<file path="src/rtl/inst_fetch_ctrl_pkg.sv">
// ============================================================================
// Module : inst_fetch_ctrl_pkg
// Brief  : Shared CPU fetch definitions (FSM states, NOP, reset PC)
// Rev    : 1.0  initial release
// ============================================================================
`default_nettype none

package inst_fetch_ctrl_pkg;

    localparam logic        RST_ENABLE    = 1'b0;
    localparam logic [31:0] NOP_INST_DEF  = 32'h0000_0000;
    localparam logic [31:0] PC_RESET_ADDR = 32'hBFC0_0000;

    typedef enum logic [1:0] {
        S_IDLE = 2'd0,
        S_REQ  = 2'd1,
        S_WAIT = 2'd2,
        S_HOLD = 2'd3
    } fetch_state_e;

endpackage

`default_nettype wire

</file>
<file path="src/rtl/inst_fetch_ctrl.sv">
// ============================================================================
// Module : inst_fetch_ctrl
// Brief  : IF stage fetch control: SRAM-like bus request, one-entry buffer to ID
// Rev    : 1.0  initial release
// ============================================================================
`default_nettype none

module inst_fetch_ctrl
    import inst_fetch_ctrl_pkg::*;
#(
    parameter int                ADDR_W   = 32,
    parameter int                DATA_W   = 32,
    parameter logic [DATA_W-1:0] NOP_INST = DATA_W'(NOP_INST_DEF)
) (
    input  logic              clk,
    input  logic              rst,
    input  logic [ADDR_W-1:0] if_pc,
    output logic              pc_wr,
    input  logic              flush,
    input  logic              id_ready,
    output logic              if_valid,
    output logic [DATA_W-1:0] if_inst,
    output logic [ADDR_W-1:0] if_inst_pc,
    output logic              if_adel,
    output logic              inst_req,
    output logic [ADDR_W-1:0] inst_addr,
    input  logic              inst_addr_ok,
    input  logic              inst_data_ok,
    input  logic [DATA_W-1:0] inst_rdata
);

    fetch_state_e      r_state,    w_state_nxt;
    logic              r_req_lock, w_req_lock_nxt;
    logic [ADDR_W-1:0] r_req_addr, w_req_addr_nxt;
    logic              r_discard,  w_discard_nxt;
    logic [DATA_W-1:0] r_buf_inst, w_buf_inst_nxt;
    logic [ADDR_W-1:0] r_buf_pc,   w_buf_pc_nxt;
    logic              r_buf_adel, w_buf_adel_nxt;

    logic              w_pc_aligned;
    logic              w_req;
    logic [ADDR_W-1:0] w_addr;
    logic              w_valid;

    assign w_pc_aligned = (if_pc[1:0] == 2'b00);
    // A locked request keeps going even if the PC has since become misaligned
    assign w_req        = (r_state == S_REQ) && (r_req_lock || w_pc_aligned);
    assign w_addr       = r_req_lock ? r_req_addr : if_pc;
    assign w_valid      = (r_state == S_HOLD);

    always_ff @(posedge clk or negedge rst) begin
        if (!rst) begin
            r_state    <= S_IDLE;
            r_req_lock <= 1'b0;
            r_req_addr <= '0;
            r_discard  <= 1'b0;
            r_buf_inst <= '0;
            r_buf_pc   <= '0;
            r_buf_adel <= 1'b0;
        end else begin
            r_state    <= w_state_nxt;
            r_req_lock <= w_req_lock_nxt;
            r_req_addr <= w_req_addr_nxt;
            r_discard  <= w_discard_nxt;
            r_buf_inst <= w_buf_inst_nxt;
            r_buf_pc   <= w_buf_pc_nxt;
            r_buf_adel <= w_buf_adel_nxt;
        end
    end

    always_comb begin
        w_state_nxt    = r_state;
        w_req_lock_nxt = r_req_lock;
        w_req_addr_nxt = r_req_addr;
        w_discard_nxt  = r_discard;
        w_buf_inst_nxt = r_buf_inst;
        w_buf_pc_nxt   = r_buf_pc;
        w_buf_adel_nxt = r_buf_adel;

        case (r_state)
            S_IDLE: begin
                w_state_nxt = S_REQ;
            end
            S_REQ: begin
                if (!w_req) begin
                    if (!flush) begin
                        w_buf_inst_nxt = NOP_INST;
                        w_buf_pc_nxt   = if_pc;
                        w_buf_adel_nxt = 1'b1;
                        w_state_nxt    = S_HOLD;
                    end
                end else if (inst_addr_ok) begin
                    w_state_nxt    = S_WAIT;
                    w_req_lock_nxt = 1'b0;
                    w_req_addr_nxt = w_addr;
                    w_discard_nxt  = r_discard | flush;
                end else if (!(flush && !r_req_lock)) begin
                    // Not yet accepted: freeze the address; a flush here only marks the reply stale
                    w_req_lock_nxt = 1'b1;
                    w_req_addr_nxt = w_addr;
                    w_discard_nxt  = r_discard | flush;
                end
            end
            S_WAIT: begin
                if (inst_data_ok) begin
                    if (r_discard || flush) begin
                        w_discard_nxt = 1'b0;
                        w_state_nxt   = S_REQ;
                    end else begin
                        w_buf_inst_nxt = inst_rdata;
                        w_buf_pc_nxt   = r_req_addr;
                        w_buf_adel_nxt = 1'b0;
                        w_state_nxt    = S_HOLD;
                    end
                end else if (flush) begin
                    w_discard_nxt = 1'b1;
                end
            end
            S_HOLD: begin
                if (id_ready || flush) begin
                    w_state_nxt = S_REQ;
                end
            end
            default: begin
                w_state_nxt = S_IDLE;
            end
        endcase
    end

    assign inst_req   = w_req;
    assign inst_addr  = (r_state == S_REQ) ? w_addr : '0;
    assign if_valid   = w_valid;
    assign if_inst    = r_buf_inst;
    assign if_inst_pc = r_buf_pc;
    assign if_adel    = r_buf_adel;
    assign pc_wr      = (rst != RST_ENABLE) && (flush || (w_valid && id_ready));

endmodule

`default_nettype wire
</file>
<file path="config.mk">
export PLATFORM = sky130hd
export DESIGN_NAME = inst_fetch_ctrl
export DESIGN_NICKNAME = d
export VERILOG_FILES = /design/src/rtl/inst_fetch_ctrl_pkg.sv /design/src/rtl/inst_fetch_ctrl.sv
export SDC_FILE = /design/constraint.sdc
export NUM_CORES = 1
export LEC_CHECK = 0
export ABC_CLOCK_PERIOD_IN_PS = 5000
export BUFFER_PORTS_ARGS = -buffer_cell sky130_fd_sc_hd__buf_2
export CORE_MARGIN = 5
export CORE_UTILIZATION = 54
export CTS_CLUSTER_DIAMETER = 120
export DETAILED_ROUTE_END_ITERATION = 10
export PLACE_DENSITY = 0.86
export SLEW_MARGIN = 10
export SYNTH_ARGS = -nofsm -noshare
export SYNTH_HDL_FRONTEND = slang
export SYNTH_SLANG_ARGS = --single-unit
</file>
<file path="constraint.sdc">
create_clock -name clk -period 5 [get_ports clk]
set_input_delay 0.5 -clock clk [delete_from_list [all_inputs] [get_ports clk]]
set_output_delay 0.5 -clock clk [all_outputs]
set_load 0.02 [all_outputs]
</file>
==> Word-level counts from Yosys, hierarchy flattened <==
Index checks and enable logic that the tools add are counted.
{ "totals": {"ff_bits": 101, "inputBits": 70, "output_inout_bits": 100, "elab_cells": 74} }
{ "op_classes": {"eq_ne": 15, "n_mux": 35, "bitwise_logic": 1, "reduce_logical": 16} }
{ "ops": {"columns": ["op", "count"], "rows": [
  ["$mux W32", 12],
  ["$pmux W32 S2", 2],
  ["$ne A3 B3 Y1 const B", 5],
  ["$mux W1", 12],
  ["$mux W2", 6],
  ["$ne A2 B2 Y1 const B", 6],
  ["$reduce_and A5 Y1", 2],
  ["$pmux W2 S4", 1],
  ["$eq A2 B2 Y1 const B", 2],
  ["$logic_and A1 B1 Y1", 4],
  ["$logic_not A2 Y1", 2],
  ["$logic_or A1 B1 Y1", 4],
  ["$pmux W1 S2", 2],
  ["$reduce_and A4 Y1", 1],
  ["$reduce_and A3 Y1", 1],
  ["$eq A2 B1 Y1 const B", 1],
  ["$ne A2 B1 Y1 const B", 1],
  ["$reduce_bool A2 Y1", 1],
  ["$logic_not A1 Y1", 1],
  ["$or A1 B1 Y1", 1]
]} }

==> Depth between registers and ports, before layout <==
Gate-level depths: netlist of the first run.
{ "depth": {"depth_word": 6, "ltp_mapped": 10} }

==> Least setup slack after synthesis of the first run <==
OpenSTA, ideal clock, no wires.
{ "synth_timing": {"path_type": "flip-flop to output port", "start": "reg r_state[1]", "end": "out inst_addr[23]", "arrival_ns": 1.532, "required_ns": 4.500, "slack_ns": 2.968, "path_stages_with_launch": 6, "path_cell_list": "dfrtp_1 -> inv_1 -> ha_1 -> clkbuf_1 -> clkbuf_1 -> nor2b_1"} }
{ "synth_via": {"elab_chain_len": 2} }
{ "synth_lines": {"columns": ["item", "line_no", "source"], "rows": [
  ["from (decl)", "inst_fetch_ctrl.sv:32", "fetch_state_e r_state, w_state_nxt;"],
  ["from (signal assigned)", "inst_fetch_ctrl.sv:61", "r_state <= w_state_nxt;"],
  ["$eq A2 B1 Y1", "inst_fetch_ctrl.sv:131", "assign inst_addr = (r_state == S_REQ) ? w_addr : '0;"],
  ["$mux W32", "inst_fetch_ctrl.sv:131", null],
  ["to (decl)", "inst_fetch_ctrl.sv:26", "output logic [ADDR_W-1:0] inst_addr,"]
]} }
Every way passes these cells.

==> Final worst setup path of the first run <==
{ "layout_timing": {"start": "reg r_req_lock", "end": "reg r_buf_pc[29], in the netlist if_inst_pc[29]"} }
{ "layout_via": {"elab_chain_len": 4} }
{ "layout_lines": {"columns": ["item", "line_no", "source"], "rows": [
  ["from (decl)", "inst_fetch_ctrl.sv:33", "logic r_req_lock, w_req_lock_nxt;"],
  ["from (signal assigned)", "inst_fetch_ctrl.sv:62", "r_req_lock <= w_req_lock_nxt;"],
  ["$logic_or A1 B1 Y1", "inst_fetch_ctrl.sv:47", "assign w_req = (r_state == S_REQ) && (r_req_lock || w_pc_aligned);"],
  ["$logic_and A1 B1 Y1", "inst_fetch_ctrl.sv:47", null],
  ["$ne A2 B2 Y1 (no line)", null, null],
  ["$reduce_and A5 Y1 (no line)", null, null],
  ["to (signal assigned)", "inst_fetch_ctrl.sv:66", "r_buf_pc <= w_buf_pc_nxt;"],
  ["to (decl)", "inst_fetch_ctrl.sv:37", "logic [ADDR_W-1:0] r_buf_pc, w_buf_pc_nxt;"]
]} }
Every way passes these cells.
A chain may end at the register's enable or synchronous reset.

==> flow_summary_export.csv, run 1 <==
group,metric,value,unit
cts,postCtsSetupBuffers,0,
floorplanning,fp.coreArea,0.00872,mm^2
synthesis,yosysMostFrequentCell,"dfrtp_1",
timing,tns,0,ps
cts,htreeDepth,3,
global_route,grt.overflow.total,0,
job,cap_violations,0,
critical_path,r2r_slack,1990,ps
run_status,outcome,"completed",
timing,fin_skew,14.2,ps
cells_and_area,drive_above_1_share,36.6,%
synthesis,synth_cell_types,27,
floorplanning,die_h,105,um
cts,root_buffer,"clkbuf_8",
cts,cts.sinks,101,
critical_path,worstPathMaxFanout,64,
cells_and_area,diodes,0,
floorplanning,io_pins,170,
place,io_buffers,169,
cts,clkTransAtPathRegs,100,ps
synthesis,ys_top_cells_by_count,"dfrtp_1, nand2_1, mux2i_1, nor2b_1",
detailed_routing,drt-total-wl,11700,um
place,place_hpwl,8330,um
synthesis,syn_nets,533,
critical_path,crit_path_end_kind,"flip-flop",
floorplanning,start_util,55.5,%
synthesis,synth_edf_count,0,
cts,numCtsBuffers,9,
synthesis,synth_flop_cell,"dfrtp_1",
timing,slew_headroom,30.5,%
critical_path,arrival,3230,ps
critical_path,r2r-end,"if_inst_pc[29]$_DFFE_PN0P_",
critical_path,endpoint,"if_inst_pc[29]$_DFFE_PN0P_",
critical_path,timing.rr.start,"r_req_lock$_DFFE_PN0P_",
synthesis,yosysTopAreaCellShare,52.2,%
cts,ctsResizeCount,0,
cts,cts_tree,"yes",
global_route,grt_pass1_vias,3915,
detailed_routing,viasPerCell,5.34,
synthesis,netlist_area,0.00484,mm^2
cells_and_area,fin_area,0.00593,mm^2
floorplanning,std_cell_rows,34,
synthesis,syn_avg_cell_area,10.5,um^2
floorplanning,dieWidth,105,um
cts,cts-hold-fix-buffers,0,
timing,finalSetupViolations,0,
synthesis,seq_area_frac_synth,52.2,%
global_route,antenna_found_initial,0,
power_and_ir_drop,p_leak,0.00306,uW
timing,max_freq,332,MHz
detailed_routing,drt-wirelength-per-cell,16.2,um
power_and_ir_drop,irDropWorstVdd,328,uV
critical_path,cp-startpoint,"r_req_lock$_DFFE_PN0P_",
timing,rsz0062_at_grt,"no",
global_route,grt_pass1_wl,19200,um
critical_path,critPathLaunchType,"flip-flop",
timing,hold_ws,135,ps
detailed_routing,drt-initial-drc-count,158,
min_path,hold_path.class,"input port to async pin",
timing,slew_violations,0,
timing,period_share,60.3,%
detailed_routing,first_pass_iters,4,
cells_and_area,final_nets,686,
timing,tightest_slew,1040,ps
timing,hold_viol,0,
cts,cts.path.max_buffers,2,
power_and_ir_drop,power.density,634,mW/mm^2
synthesis,synth.largest_area_cell,"dfrtp_1",
global_route,grt_start_max_net_pins,65,
timing,min_period,3010,ps
detailed_routing,route.detailed.drc,0,
synthesis,ys_async_sr_fraction,100,%
critical_path,required,5220,ps
synthesis,syn_inst,460,
synthesis,synth_area_leaders,"dfrtp_1, mux2i_1, nand2_1, mux2_2, nor2b_1",
floorplanning,die_area,0.0110,mm^2
cts,clock_latency,350,ps
synthesis,ys_ff_latch,101,
critical_path,path_class,"flip-flop to flip-flop",
critical_path,reg2regPathDepth,4,
synthesis,ys_warn_count,0,
place,dpl_cell_area,0.00572,mm^2
detailed_routing,via_count,3875,
global_route,grt_use_total,21.0,%
detailed_routing,ant_nets,0,
place,gp_congestion,0.803,
cells_and_area,area_growth,22.5,%
## critical path, cell delays in order (launching register included)
cell      delay, ps
dfrtp_2        1050
o21bai_4        320
a221o_2         890
buf_4           460
o21ai_0         150
## through the flow
step | worst slack (ps) | utilization [%] | instances | total power, uW
global route | 1700 | 68.0 | 725 | 4010
CTS | 1960 | 67.8 | 724 | 3790
global placement | 2080 | 65.5 | 709 | 3180
floorplan | 2970 | - | 460 | 2670
finish | 1990 | 68.0 | 725 | 3760
detailed placement | 1950 | 65.5 | 709 | 3270
## registers in the layout, indices dropped and copies added, names as in the netlist
signal	count
if_inst	32
if_inst_pc	32
r_req_addr	32
r_state	2
if_adel	1
r_discard	1
r_req_lock	1
## worst min-delay path by stage
stage | slack, ps | end | cells after the start | start
3_5_place_dp | 450 | if_inst[22]$_DFFE_PN0P_ | 2 | if_inst[22]$_DFFE_PN0P_
6_report | 130 | if_inst[28]$_DFFE_PN0P_ | 1 | rst
3_3_place_gp | 440 | if_inst[9]$_DFFE_PN0P_ | 2 | if_inst[9]$_DFFE_PN0P_
4_1_cts | 160 | if_inst[28]$_DFFE_PN0P_ | 1 | rst
2_1_floorplan | 200 | if_adel$_DFFE_PN0P_ | 0 | rst
5_1_grt | 200 | if_inst[28]$_DFFE_PN0P_ | 1 | rst
## layer usage
metal  GRT usage (%)  up-vias  share of wire [%]
met5               0        -                  0
met4            5.11        0                1.2
met3            4.81       13                6.4
met2            34.2      140                 49
met1            28.8     1866                 44
li1                -     1856                  -
## cell usage in the layout, fill, tap and decap left out, types with 4 or more instances in the layout
cell / n
mux2i_1: 65
o21ai_0: 28
o21ai_1: 6
nor2b_1: 33
clkbuf_8: 11
nand3_1: 32
a21oi_1: 4
inv_1: 4
buf_2: 168
nand2_1: 97
mux2_2: 32
nor2_1: 6
dfrtp_1: 100
buf_4: 6
## cell type report
type	count	area, um^2
clock inverters	3	45.0
fillers	681	2790
inverters	4	15.0
clock buffers	12	155
repair buffers	175	901
well taps	108	135
flip-flops and latches	101	2530
multi-input cells	322	2150
## cells by family (layout without fill, tap and decap cells)
group | after synthesis | in the layout | share of synthesized area [%]
simple gates | 177 | 177 | 16.8
flops | 101 | 101 | 52.2
mux | 97 | 97 | 20.9
compound gates | 45 | 45 | 5.43
buf+inv | 37 | 194 | 3.88
fa+ha+maj | 3 | 3 | 0.775
## report_power, final
group	leakage, uW	internal, uW	switching [uW]	total (uW)
registers	0.00128	1160	281	1440
logic	0.00169	716	1080	1790
clock network	0.0000947	257	269	526
total	0.00306	2130	1630	3760
(Power assumes the default switching activity.)
==> inputs of run 2 (changes only) <==
- ABC_AREA: not set -> 1
- ABC_CLOCK_PERIOD_IN_PS: 5000 -> 2500
- CORE_UTILIZATION: 54 -> 47
- PLACE_DENSITY: 0.86 -> 0.77
- clock period: 5 -> 2.5 ns (I/O delays scaled with it)
==> run 2 against run 1 <==
First-iteration DRC count rose to 2.7 times the previous value. Flip-flop and latch count did not move. Register-to-register slack got worse by 1700 ps. Setup slack got worse by 1800 ps. Total power rose by 130%. Combinational power rose by 140%. Largest cell class unchanged. Cell count rose by 41%. Routed wire length rose by 24%. Die area rose by 28%. Area after synthesis rose by 14%. Via count rose by 34%. Clock skew barely moved.
==> flow_summary_export.csv, run 2 <==
group,metric,value,unit
run_status,outcome,"completed",
power_and_ir_drop,irDropWorstVdd,665,uV
power_and_ir_drop,power.density,1290,mW/mm^2
critical_path,required,2250,ps
critical_path,timing.rr.start,"r_state[1]$_DFFE_PN0P_",
cts,numCtsBuffers,9,
floorplanning,die_area,0.0140,mm^2
synthesis,synth_cell_types,24,
cts,htreeDepth,3,
cells_and_area,multiInputGateArea,0.00235,mm^2
detailed_routing,drt-wirelength-per-cell,14.2,um
synthesis,yosysTopAreaCellShare,45.7,%
cells_and_area,fin_area,0.00665,mm^2
cells_and_area,area_growth,20.3,%
synthesis,ys_top_cells_by_count,"nand2_1, dfrtp_1, inv_1, nand4_1, o21ai_0",
detailed_routing,first_pass_iters,5,
timing,slew_violations,0,
timing,hold_viol,0,
critical_path,cp-startpoint,"r_state[1]$_DFFE_PN0P_",
detailed_routing,drt-initial-drc-count,419,
place,gp_congestion,0.858,
place,post-place-ws,284,ps
cts,cts.sinks,101,
timing,tns,0,ps
critical_path,crit_path_end_kind,"primary output",
min_path,hold_depth,5,
timing,rsz0062_at_grt,"no",
place,io_buffers,169,
critical_path,arrival,2100,ps
cts,cts.path.max_buffers,2,
place,place_hpwl,10100,um
cts,clock_latency,340,ps
synthesis,ys_ff_latch,101,
critical_path,r2r_slack,280,ps
detailed_routing,viasPerCell,5.08,
synthesis,syn_inst,737,
detailed_routing,drt-total-wl,14500,um
critical_path,path_class,"flip-flop to primary output",
min_path,hold_path.class,"input port to flip-flop",
synthesis,synth_flop_cell,"dfrtp_1",
global_route,grt_start_max_net_pins,65,
job,cap_violations,0,
timing,fin_skew,14.2,ps
synthesis,syn_avg_cell_area,7.50,um^2
timing,setup_ws,152,ps
cells_and_area,fillerInstances,1098,
timing,min_period,2350,ps
synthesis,netlist_area,0.00553,mm^2
cells_and_area,ff_latch_area,0.00253,mm^2
floorplanning,fp.coreArea,0.0115,mm^2
cells_and_area,fin_cells,1025,
critical_path,reg2regPathDepth,8,
cts,ctsResizeCount,0,
timing,max_freq,426,MHz
synthesis,ys_async_sr_fraction,100,%
place,dpl_cell_area,0.00632,mm^2
critical_path,critPathLaunchType,"flip-flop",
global_route,grt_pass1_vias,4797,
timing,finalSetupViolations,0,
global_route,grt_pass1_wl,23700,um
floorplanning,io_pins,170,
timing,slew_headroom,50.2,%
power_and_ir_drop,p_leak,0.00398,uW
cells_and_area,drive_above_1_share,25.7,%
synthesis,yosysMostFrequentCell,"nand2_1",
cells_and_area,layout_commonest_cell,"nand2_1",
cts,root_buffer,"clkbuf_16",
floorplanning,std_cell_rows,39,
global_route,grt_use_total,20.0,%
floorplanning,start_util,48.2,%
critical_path,worstPathMaxFanout,34,
synthesis,synth_area_leaders,"dfrtp_1, nand2_1, nand4_1, o21ai_0, inv_1",
cts,cts_tree,"yes",
synthesis,synth_edf_count,0,
floorplanning,dieWidth,118,um
detailed_routing,route.detailed.drc,0,
detailed_routing,ant_nets,0,
critical_path,endpoint,"inst_addr[28]",
cells_and_area,final_nets,950,
timing,tightest_slew,746,ps
floorplanning,die_h,118,um
cells_and_area,final_cell_mix,"nand2_1, buf_2, dfrtp_1",
synthesis,synth.largest_area_cell,"dfrtp_1",
detailed_routing,via_count,5206,
synthesis,seq_area_frac_synth,45.7,%
global_route,grt.overflow.total,0,
power_and_ir_drop,totalPowerFinal,8580,uW
timing,period_share,93.9,%
synthesis,ys_warn_count,0,
synthesis,syn_nets,810,
global_route,antenna_found_initial,1,
critical_path,r2r-end,"if_inst[10]$_DFFE_PN0P_",
place,place_inst,1008,
cts,clkTransAtPathRegs,70,ps
-- run 2: how the worst min path moves through the flow --
stage                                          to          start  slack [ps]
final                      if_inst[2]$_DFFE_PN0P_  inst_rdata[2]         250
after global routing       if_inst[0]$_DFFE_PN0P_  inst_rdata[0]         260
after CTS                  if_inst[2]$_DFFE_PN0P_  inst_rdata[2]         240
after detailed placement  if_inst[12]$_DFFE_PN0P_            rst         260
after global placement    if_inst[17]$_DFFE_PN0P_            rst         260
after floorplan               if_adel$_DFFE_PN0P_            rst         -50
-- run 2: final cells by class --
type,instances,area share (%)
antenna,1,0.0376
clock buffer,9,3.39
inverter,76,4.29
timing repair buffer,185,14.8
tap,143,2.69
multi-input combinational,504,35.4
sequential,101,38.0
clock inverter,6,1.41
-- run 2: cell families (layout without fill, tap and decap cells) --
| kind of cell | Yosys count | count (layout) | synth area share [%] |
|---|---|---|---|
| flip-flops | 101 | 101 | 45.7 |
| other | 0 | 1 | 0 |
| AO/OA/AOI/OAI | 103 | 103 | 10.7 |
| buffers and inverters | 132 | 276 | 12.1 |
| adder cells (fa/ha/maj) | 3 | 3 | 0.679 |
| AND/OR/NAND/NOR | 398 | 398 | 30.8 |
-- run 2: layer usage --
metal  routed length (um)  up-vias  global-route usage [%]
met3                  971       13                    3.58
met1                 6640     2381                    27.8
met4                  173        0                    4.75
met5                    0        -                       0
li1                     -     2635                       -
met2                 6720      177                    32.8
-- run 2: critical path, cell delays in order, from the launching register on --
cell      delay (ps)
dfrtp_1          430
inv_1             80
ha_1             440
clkinv_1         140
buf_4            280
nor2_1           190
buf_2            190
-- run 2: metrics by stage --
| stage | utilization [%] | hold slack, ps |
|---|---|---|
| finish | 58.0 | 247 |
| global route | 58.0 | 263 |
| CTS | 58.0 | 241 |
| detailed placement | 55.1 | 261 |
| global placement | 55.1 | 257 |
| floorplan | - | -45.6 |
-- run 2: report_power, final --
part / total [uW] / internal, uW / switching, uW / leakage (uW)
combinational: 4320 / 1340 / 2990 / 0.00252
sequential: 2740 / 2310 / 425 / 0.00130
clock: 1510 / 884 / 630 / 0.000153
total: 8580 / 4540 / 4040 / 0.00398
-- run 2: repair_timing --
action,CTS,global route
buffers inserted,0,0
endpoints found under the hold margin,37,0
hold buffers,1,0
